`src/rtl/mem_arbiter.sv`:
```
// mem_arbiter: shares one memory port between an instruction-fetch port (i)
// and a load/store port (d). At most one transaction is outstanding; a new
// grant can be issued in the same cycle the previous response returns.
//
// Optional feature, enabled by defining MEM_ARBITER_FAIR_EN: a 4-bit
// starvation counter. It lets a waiting fetch win after STARVE_LIMIT
// consecutive data grants. Without the macro, data always has priority.
//
// state  | meaning
// IDLE   | no transaction outstanding
// I_BUSY | fetch accepted by memory, waiting for its response
// D_BUSY | load/store accepted by memory, waiting for its response
module mem_arbiter #(
  parameter int unsigned STARVE_LIMIT = 4
) (
  input  logic        clk,
  input  logic        reset,
  input  logic        i_req,
  input  logic [31:0] i_addr,
  output logic        i_gnt,
  output logic        i_rvalid,
  output logic [31:0] i_rdata,
  input  logic        d_req,
  input  logic        d_we,
  input  logic [3:0]  d_be,
  input  logic [31:0] d_addr,
  input  logic [31:0] d_wdata,
  output logic        d_gnt,
  output logic        d_rvalid,
  output logic [31:0] d_rdata,
  output logic        m_req,
  output logic        m_we,
  output logic [3:0]  m_be,
  output logic [31:0] m_addr,
  output logic [31:0] m_wdata,
  input  logic        m_gnt,
  input  logic        m_rvalid,
  input  logic [31:0] m_rdata
);

  typedef enum logic [1:0] {
    IDLE   = 2'd0,
    I_BUSY = 2'd1,
    D_BUSY = 2'd2
  } state_t;

  state_t state;
  state_t state_nxt;

  logic free;
  logic sel_d;
  logic accept;
  logic starved;

  // The arbiter can issue a new request when idle or when the current
  // response is returning this cycle.
  assign free   = (state == IDLE) || m_rvalid;
  // Data wins unless it is absent or the fetch is starved; an absent fetch
  // also defaults the mux to the data side.
  assign sel_d  = (d_req && !starved) || !i_req;
  assign accept = m_req && m_gnt;

`ifdef MEM_ARBITER_FAIR_EN
  localparam logic [3:0] LIMIT = 4'(STARVE_LIMIT);

  logic [3:0] cnt;

  // Count data grants that bypass a waiting fetch; saturate at LIMIT.
  always_ff @(posedge clk) begin
    if (reset) begin
      cnt <= 4'd0;
    end else if (!i_req || (accept && !sel_d)) begin
      cnt <= 4'd0;
    end else if (accept && sel_d && (cnt != LIMIT)) begin
      cnt <= cnt + 4'd1;
    end
  end

  assign starved = (cnt == LIMIT);
`else
  assign starved = 1'b0;
`endif

  // State register.
  always_ff @(posedge clk) begin
    if (reset) begin
      state <= IDLE;
    end else begin
      state <= state_nxt;
    end
  end

  // Next-state logic: stay busy until the response, then either take the
  // next grant or fall back to IDLE.
  always_comb begin
    state_nxt = state;
    if (free) begin
      if (accept) begin
        state_nxt = sel_d ? D_BUSY : I_BUSY;
      end else begin
        state_nxt = IDLE;
      end
    end
  end

  // Outputs: request mux, grants and response routing, all forced low in reset.
  always_comb begin
    m_req    = !reset && free && (i_req || d_req);
    m_we     = 1'b0;
    m_be     = 4'b1111;
    m_addr   = i_addr;
    m_wdata  = 32'd0;
    if (sel_d) begin
      m_we    = d_we;
      m_be    = d_be;
      m_addr  = d_addr;
      m_wdata = d_wdata;
    end
    i_gnt    = accept && !sel_d;
    d_gnt    = accept && sel_d;
    i_rvalid = !reset && (state == I_BUSY) && m_rvalid;
    d_rvalid = !reset && (state == D_BUSY) && m_rvalid;
    i_rdata  = m_rdata;
    d_rdata  = m_rdata;
  end

endmodule

```
`config.mk`:
```
export PLATFORM = sky130hd
export DESIGN_NAME = mem_arbiter
export DESIGN_NICKNAME = d
export VERILOG_FILES = /design/src/rtl/mem_arbiter.sv
export SDC_FILE = /design/constraint.sdc
export NUM_CORES = 1
export LEC_CHECK = 0
export BUFFER_PORTS_ARGS = -buffer_cell sky130_fd_sc_hd__buf_2
export CAP_MARGIN = 20
export CORE_AREA = 2 2 106 108
export CTS_CLUSTER_DIAMETER = 60
export DETAILED_ROUTE_END_ITERATION = 12
export DIE_AREA = 0 0 108 110
export PLACE_DENSITY = 0.45
export SLEW_MARGIN = 20
export SYNTH_ARGS = -nofsm -noshare
export SYNTH_HDL_FRONTEND = slang
export SYNTH_SLANG_ARGS = --single-unit
```
`constraint.sdc`:
```
create_clock -name clk -period 2.85 [get_ports clk]
set_clock_uncertainty 0.2 [all_clocks]
set_input_delay 0.855 -clock clk [delete_from_list [all_inputs] [get_ports clk]]
set_output_delay 0.855 -clock clk [all_outputs]
set_load 0.005 [all_outputs]
```
## Yosys cells after proc, flatten, opt, wreduce, memory -nomap -nowiden

Index checks and enable logic that the tools add are counted.

| operators by class | value |
|---|---|
| shift operators | 0 |
| reduce and logical (&&, ||, !) cells | 16 |
| eq/ne operators | 2 |
| multiply operators | 0 |
| add/sub/neg operators | 0 |
| magnitude comparators | 0 |
| mux-type cells | 6 |
| divide/modulo/power cells | 0 |
| bitwise operators | 0 |

Operator list:

| cell | count |
|---|---|
| 32-bit 2-to-1 mux | 2 |
| 1-bit logical AND | 9 |
| 2-bit 2-to-1 mux | 2 |
| 4-bit 2-to-1 mux | 1 |
| 1-bit zero test | 3 |
| 1-bit logical OR | 3 |
| 2-bit by 1-bit == test with 1-bit output, second input constant | 1 |
| 2-bit == test, second input constant | 1 |
| 2-bit zero test | 1 |
| 1-bit 2-to-1 mux | 1 |

| storage, ports and cells | value |
|---|---|
| memory bits (read-only) | 0 |
| memory bits (writable) | 0 |
| logic and storage cells | 25 |
| bits in latches | 0 |
| memories kept | 0 |
| output and inout bits | 138 |
| register bits after elaboration | 2 |
| input port bits | 139 |

## Longest topological paths before layout

Gate-level depths: netlist of run 1.

| depth | value |
|---|---|
| word-level depth | 6 |
| gate-level depth with buffers | 5 |
| mapped depth without buffers | 3 |

## Worst setup path before layout of run 1

No wires, ideal clock.

| timing path | value |
|---|---|
| path kind | input to output |
| from | input d_req |
| to | output m_addr[19] |
| setup slack | 0.413 ns |
| arrival | 1.382 ns |
| data required time | 1.795 ns |
| cell stages on the path | 5 |
| buffers on the path | 2 |
| cell sequence | nand2b_4 -> buf_6 -> buf_4 -> nand2_1 -> nand2_1 |

| on the way | value |
|---|---|
| cells in the longest elaborated chain, start to end | 2 |

RTL lines:

| what | line | RTL |
|---|---|---|
| from (decl) | 23 | `input logic d_req,` |
| 1-bit logical OR | 60 | `assign sel_d = (d_req && !starved) \|\| !i_req;` |
| 32-bit 2-to-1 mux | 113 | `if (sel_d) begin` |
| to (decl) | 34 | `output logic [31:0] m_addr,` |

No other way between the ends.

## Worst setup path in the final report of run 1

| timing path | value |
|---|---|
| from | input d_req |
| to | output m_wdata[9] |

| on the way | value |
|---|---|
| cells in the longest elaborated chain, start to end | 2 |

RTL lines:

| what | line | RTL |
|---|---|---|
| 1-bit logical OR | 60 |  |
| 32-bit 2-to-1 mux | 113 |  |
| to (decl) | 35 | `output logic [31:0] m_wdata,` |

No other way between the ends.

==> run_results.csv, run 1 <==
group,metric,value,unit
yosys,post_synth_num_cell_types,19,
critical_path,cp.required,1.80,ns
power,pwr-share-comb,64.1,%
timing,slew-limit-headroom,85.5,%
critical_path,cp_data_arrival_time,1.65,ns
clocking,cts_tree,"built",
yosys,async_flop_share,0,%
power,p_clk_share,28.2,%
placement,gp_congestion,0.725,
timing,hold_viol_final,0,
die,ios,277,
layout,fin_area,1940,um2
die,core,10700,um2
yosys,netlist.area_leader.share,37.4,%
worst_hold_path,hold_path.class,"flop to flop",
placement,port_buffers,180,
placement,hpwl,4400,um
timing,final-setup-viol-count,0,
drt,wl_per_cell,10.6,um
timing,tns,0,ns
die,initial_core_util,12.4,%
global_route,grt_first_pass_wirelength,6780,um
yosys,synthFlopType,"dfxtp_1",
power,total_power,0.399,mW
drt,avgViaCountPerCell,3.54,
drt,dr.pass1.iters,4,
status,status,"completed",
yosys,synth-edff-count,0,
die,die-area,11900,um2
clocking,clockBufferDepth,2,
placement,dpl_cell_area,1890,um2
die,num_rows,38,
power,max-vdd-ir-drop,131,uV
critical_path,startpoint_type,"primary input",
layout,n_antenna_cell,0,
drt,route.detailed.drc,0,
layout,regMostFlops,"state",
drt,antenna_left,0,
drt,vias,1690,
layout,instances_no_fill,477,
yosys,yosysSeqAreaShare,3.02,%
clocking,htreeDepth,1,
yosys,synthTopCellsByCount,"96 x nand2_1, 66 x buf_4, 33 x and2_1",
critical_path,cp_max_fo,43,
clocking,cts_root_buffer,"clkbuf_8",
layout,largest_reg_flops,2,
power,cellLeakagePower,1.22,nW
yosys,avgSynthCellArea,5.88,um2
global_route,gr-total-overflow,0,
yosys,synth_warnings,0,
yosys,synth_fp_nets,364,
power,switching_power,0.134,mW
drt,drtIter0Drc,29,
clocking,cts_made_buffers,3,
critical_path,worstSetupPathType,"primary input to output pin",
yosys,syn-cell-area,1320,um2
timing,worst_pin_slew,0.215,ns
layout,layout-drive-gt1-share,57.0,%
layout,area_delta_synth_final,46.5,%
global_route,antenna_found_initial,1,
yosys,synthTopCellsByArea,"buf_4 37%, nand2_1 27%, and2_1 16%",
job,max-cap-violations,0,
layout,reg.largest.list,"state x2",
clocking,clk_pin_slew,0.03,ns
yosys,synth_top_area_cell,"buf_4",
clocking,insertion_delay,0.21,ns
timing,rsz0062_at_grt,"no",
power,switching_share,33.7,%
global_route,grt.total_usage,7.29,%
drt,wl,5040,um
global_route,grt_start_max_net_pins,44,
power,seqPwrFrac,7.7,%
timing,fin_crit_sh,94.8,%
yosys,synthCells,225,
timing,finalCriticalPeriod,2.70,ns
die,dieHeight,110,um
power,pwr_density_cell,206,nW/um2
clocking,clock_sinks,2,
placement,dp_cells,474,
yosys,synth.most_common_cell,"nand2_1",
power,internal_power,0.265,mW
yosys,synth_seq_cells,2,
critical_path,crit_path_end_kind,"output pin",
die,die_w,108,um
layout,finalNetCount,478,
global_route,grt_pass1_vias,1465,
timing,fmax,370,MHz
timing,report.final.slew_viol_count,0,
==> repair_timing <==
action | CTS | global route
gates resized for setup | 0 | 1
hold buffers | 0 | 0
endpoints found under the setup margin | 0 | 7
setup buffers | 0 | 0
==> power by group through the flow <==
| stage | clock [mW] | sequential, mW | combinational, mW |
|---|---|---|---|
| final | 0.112 | 0.0308 | 0.256 |
| after global routing | 0.119 | 0.0310 | 0.287 |
| after detailed placement | 0 | 0.0311 | 0.260 |
| after global placement | 0 | 0.0310 | 0.259 |
| after floorplan | 0 | 0.0308 | 0.178 |
| after CTS | 0.115 | 0.0308 | 0.261 |
==> cells in the final DEF (no fill, tap or decap) <==
cell / n
nand3_2: 1
nand2_1: 96
nor2b_4: 1
clkbuf_8: 3
a21oi_1: 1
nand3_1: 1
and3_1: 2
nor4bb_1: 2
and2_1: 33
a21oi_2: 1
dfxtp_1: 2
nor2_1: 1
buf_2: 180
o21a_1: 1
o21ba_2: 1
nand2b_4: 1
buf_12: 3
nand2b_1: 6
buf_4: 1
==> per-stage QoR <==
step	worst slack (ns)	hold WS, ns	utilization [%]
6_report	0.147	0.345	18.1
3_3_place_gp	0.0853	0.333	17.7
3_5_place_dp	0.0686	0.329	17.7
2_1_floorplan	0.413	0.293	-
5_1_grt	0.0663	0.365	18.1
4_1_cts	0.0595	0.337	18.1
==> cells by family after synthesis <==
group,synth area share [%]
buf+inv,43.6
flops,3.02
simple gates,51.0
compound gates,2.36
==> layer usage <==
layer | track usage [%] | up-vias | wire length, um
met5 | 0 | - | 0
met4 | 5.31 | 0 | 272
met3 | 2.76 | 44 | 626
met2 | 12.3 | 118 | 2400
met1 | 7.43 | 692 | 1740
li1 | - | 836 | -
==> worst max-delay path, cell delays in order <==
cell      delay, ns
buf_2          0.15
nand2b_4       0.17
buf_12         0.18
and2_1         0.16
buf_2          0.12
==> cell type report <==
type	count	area [um2]
Tap cell	140	175
Fill cell	1269	8760
Sequential cell	2	40.0
Timing Repair Buffer	184	968
Multi-Input combinational cell	148	714
Clock buffer	3	41.3
==> path summary, 6_finish.rpt <==
path / slack, ns / cells after the start / endpoint / startpoint
min: 0.34 / 2 / state[0] / state[0]
min reg2reg: 0.34 / 2 / state[0] / state[0]
max reg2reg: 1.91 / 3 / state[1] / state[0]
max: 0.15 / 5 / m_wdata[9] / d_req
Power figures use the tool's default switching activity.
==> run 2, diff against run 1 <==
ABC_AREA = 1   (was not set)
BUFFER_PORTS_ARGS = -buffer_cell sky130_fd_sc_hd__buf_4   (was -buffer_cell sky130_fd_sc_hd__buf_2)
==> run 2 against run 1 <==
Sequential power is 3% lower. Fmax is 1.3% lower. Critical path depth increased by 1. Sequential share of layout area down 0.41 points. Cell count grew 8.4%. Clock-buffer cell count is the same. Synthesized cell count grew 18%. Routed wire length decreased by 1.5%. Non-clock buffer count down 1. Critical path type unchanged. Largest cell class unchanged. Largest power group unchanged.
==> run_results.csv, run 2 <==
group,metric,value,unit
drt,drtIter0Drc,41,
power,max-vdd-ir-drop,74.2,uV
yosys,synthFlopType,"dfxtp_1",
placement,dpl_cell_area,2360,um2
die,initial_core_util,12.4,%
drt,vias,1790,
global_route,grt_start_max_net_pins,49,
timing,finalCriticalPeriod,2.74,ns
global_route,grt_first_pass_wirelength,6690,um
clocking,clockBufferDepth,2,
critical_path,reg2reg_depth,3,
global_route,grt.total_usage,6.90,%
critical_path,worst-path-buf-inv,4,
power,pwr_density_cell,196,nW/um2
clocking,cts_setup_buffers,0,
yosys,synth.most_common_cell,"nand2_1",
layout,fin_area,2410,um2
layout,finalNetCount,518,
worst_hold_path,hold_depth,2,
clocking,clock_sinks,2,
clocking,cts_made_buffers,3,
yosys,synthCells,265,
yosys,yosysSeqAreaShare,3.03,%
critical_path,cp_max_fo,48,
critical_path,slowest_stage,"or2_1",
drt,route.detailed.drc,0,
yosys,synth_top_area_cell,"buf_4",
drt,avgViaCountPerCell,3.46,
timing,tns,0,ns
placement,port_buffers,180,
layout,final_common_cell,"buf_4",
global_route,antenna_found_initial,0,
yosys,synthTopCellsByArea,"buf_4 36%, nand2_1 29%, inv_1 11%",
yosys,synth_seq_cells,2,
yosys,netlist.area_leader.share,36.4,%
layout,largest_reg_flops,2,
timing,fmax,365,MHz
worst_hold_path,hold_path.startpoint,"state[1]",
layout,final_cell_mix,"180 x buf_4, 100 x nand2_1, 39 x inv_1",
global_route,grt_pass1_vias,1542,
layout,area_delta_synth_final,82.8,%
die,num_rows,38,
critical_path,critPathLaunch,"i_req",
layout,n_antenna_cell,0,
yosys,synth_fp_nets,404,
critical_path,cp_data_arrival_time,1.68,ns
die,die-area,11900,um2
critical_path,crit_chain,"buf_4, nand2_2, inv_4, buf_12, or2_1, buf_4",
yosys,synth_warnings,0,
timing,rsz0062_at_grt,"no",
timing,fin_crit_sh,96.1,%
timing,slew-limit-headroom,81.0,%
placement,gp_congestion,0.756,
job,max-cap-violations,0,
layout,layout-drive-gt1-share,50.7,%
yosys,post_synth_num_cell_types,16,
timing,worst_pin_slew,0.284,ns
clocking,clk_pin_slew,0.03,ns
critical_path,crit_cells,6,
critical_path,startpoint_type,"primary input",
drt,wl,4960,um
drt,wl_per_cell,9.60,um
timing,final-setup-viol-count,0,
critical_path,worstSetupPathType,"primary input to output pin",
drt,dr.pass1.iters,4,
power,cellLeakagePower,1.53,nW
global_route,gr-total-overflow,0,
critical_path,reg2reg_from,"state[0]",
die,die_w,108,um
yosys,synthTopCellsByCount,"101 x nand2_1, 64 x buf_4, 39 x inv_1",
clocking,cts_root_buffer,"clkbuf_8",
critical_path,crit_path_max_incr_delay,0.22,ns
yosys,synth-edff-count,0,
worst_hold_path,hold_path.class,"flop to flop",
critical_path,cpLargestDelayFamily,"buffers and inverters",
drt,antenna_left,0,
clocking,htreeDepth,1,
critical_path,crit_path_frequent_cell,"buf_4",
critical_path,cp.required,1.80,ns
timing,report.final.slew_viol_count,0,
die,core,10700,um2
clocking,insertion_delay,0.21,ns
clocking,cts_tree,"built",
status,status,"completed",
die,dieHeight,110,um
critical_path,crit_path_end_kind,"output pin",
layout,reg.largest.list,"state x2",
yosys,async_flop_share,0,%
yosys,syn-cell-area,1320,um2
timing,hold_viol_final,0,
yosys,avgSynthCellArea,4.99,um2
layout,regMostFlops,"state",
die,ios,277,
placement,hpwl,4190,um
## run 2: cell types whose count changed in the layout (fill, tap and decap cells not counted), sizes merged, moves of 2 or more
cell	delta
and2	-33
and3	-2
inv	+40
nand2	+6
nand2b	-7
nand3	-2
nand4	+2
nor2	+36
nor4bb	-2
or2	+4
## run 2: timing repair
item	CTS	global route
setup endpoints to repair	0	7
hold buffers	0	0
gates resized for setup	0	4
## run 2: per-stage QoR
step	cells	util (%)	hold WS [ns]	power, mW	worst slack (ns)
5_1_grt	517	22.6	0.305	0.516	0.0192
2_1_floorplan	265	-	0.251	0.203	0.417
4_1_cts	517	22.4	0.278	0.480	0.0352
3_5_place_dp	514	22.0	0.274	0.368	0.0367
3_3_place_gp	514	22.0	0.274	0.367	0.0305
6_report	517	22.6	0.273	0.474	0.110
## run 2: cell families after synthesis
family                 share of synthesized area, %
flip-flops                                     3.03
AO/OA/AOI/OAI                                  1.42
buffers and inverters                          52.2
AND/OR/NAND/NOR                                43.4
## run 2: final cells by class
cell class | count | area [um2]
repair buffers | 183 | 1410
well taps | 140 | 175
clock buffers | 3 | 41.3
fillers | 1214 | 8280
inverters | 40 | 153
multi-input cells | 149 | 594
flip-flops and latches | 2 | 40.0
## run 2: path summary, 6_finish.rpt
| check | end | slack, ns |
|---|---|---|
| setup / recovery | m_be[0] | 0.11 |
| hold / removal | state[1] | 0.27 |
| setup reg to reg | state[1] | 1.67 |
| hold reg to reg | state[1] | 0.27 |
## run 2: report_power, final
group / total (mW) / internal [mW] / switching (mW) / leakage [nW]
logic: 0.336 / 0.214 / 0.122 / 1.50
registers: 0.0299 / 0.0292 / 0.000720 / 0.0163
clock network: 0.108 / 0.0890 / 0.0190 / 0.0216
## run 2: worst reg2reg max path: stages (launching register included)
cell and delay (ns):
dfxtp_1 0.32, o21ai_1 0.27, nand4_1 0.17, a21oi_1 0.15
## run 2: layer usage
| layer | global-route usage, % | wire length [um] | vias up |
|---|---|---|---|
| met3 | 1.76 | 650 | 27 |
| met2 | 13.2 | 2510 | 127 |
| met1 | 6.83 | 1590 | 720 |
| li1 | - | - | 916 |
| met4 | 3.66 | 216 | 0 |
| met5 | 0 | 0 | - |
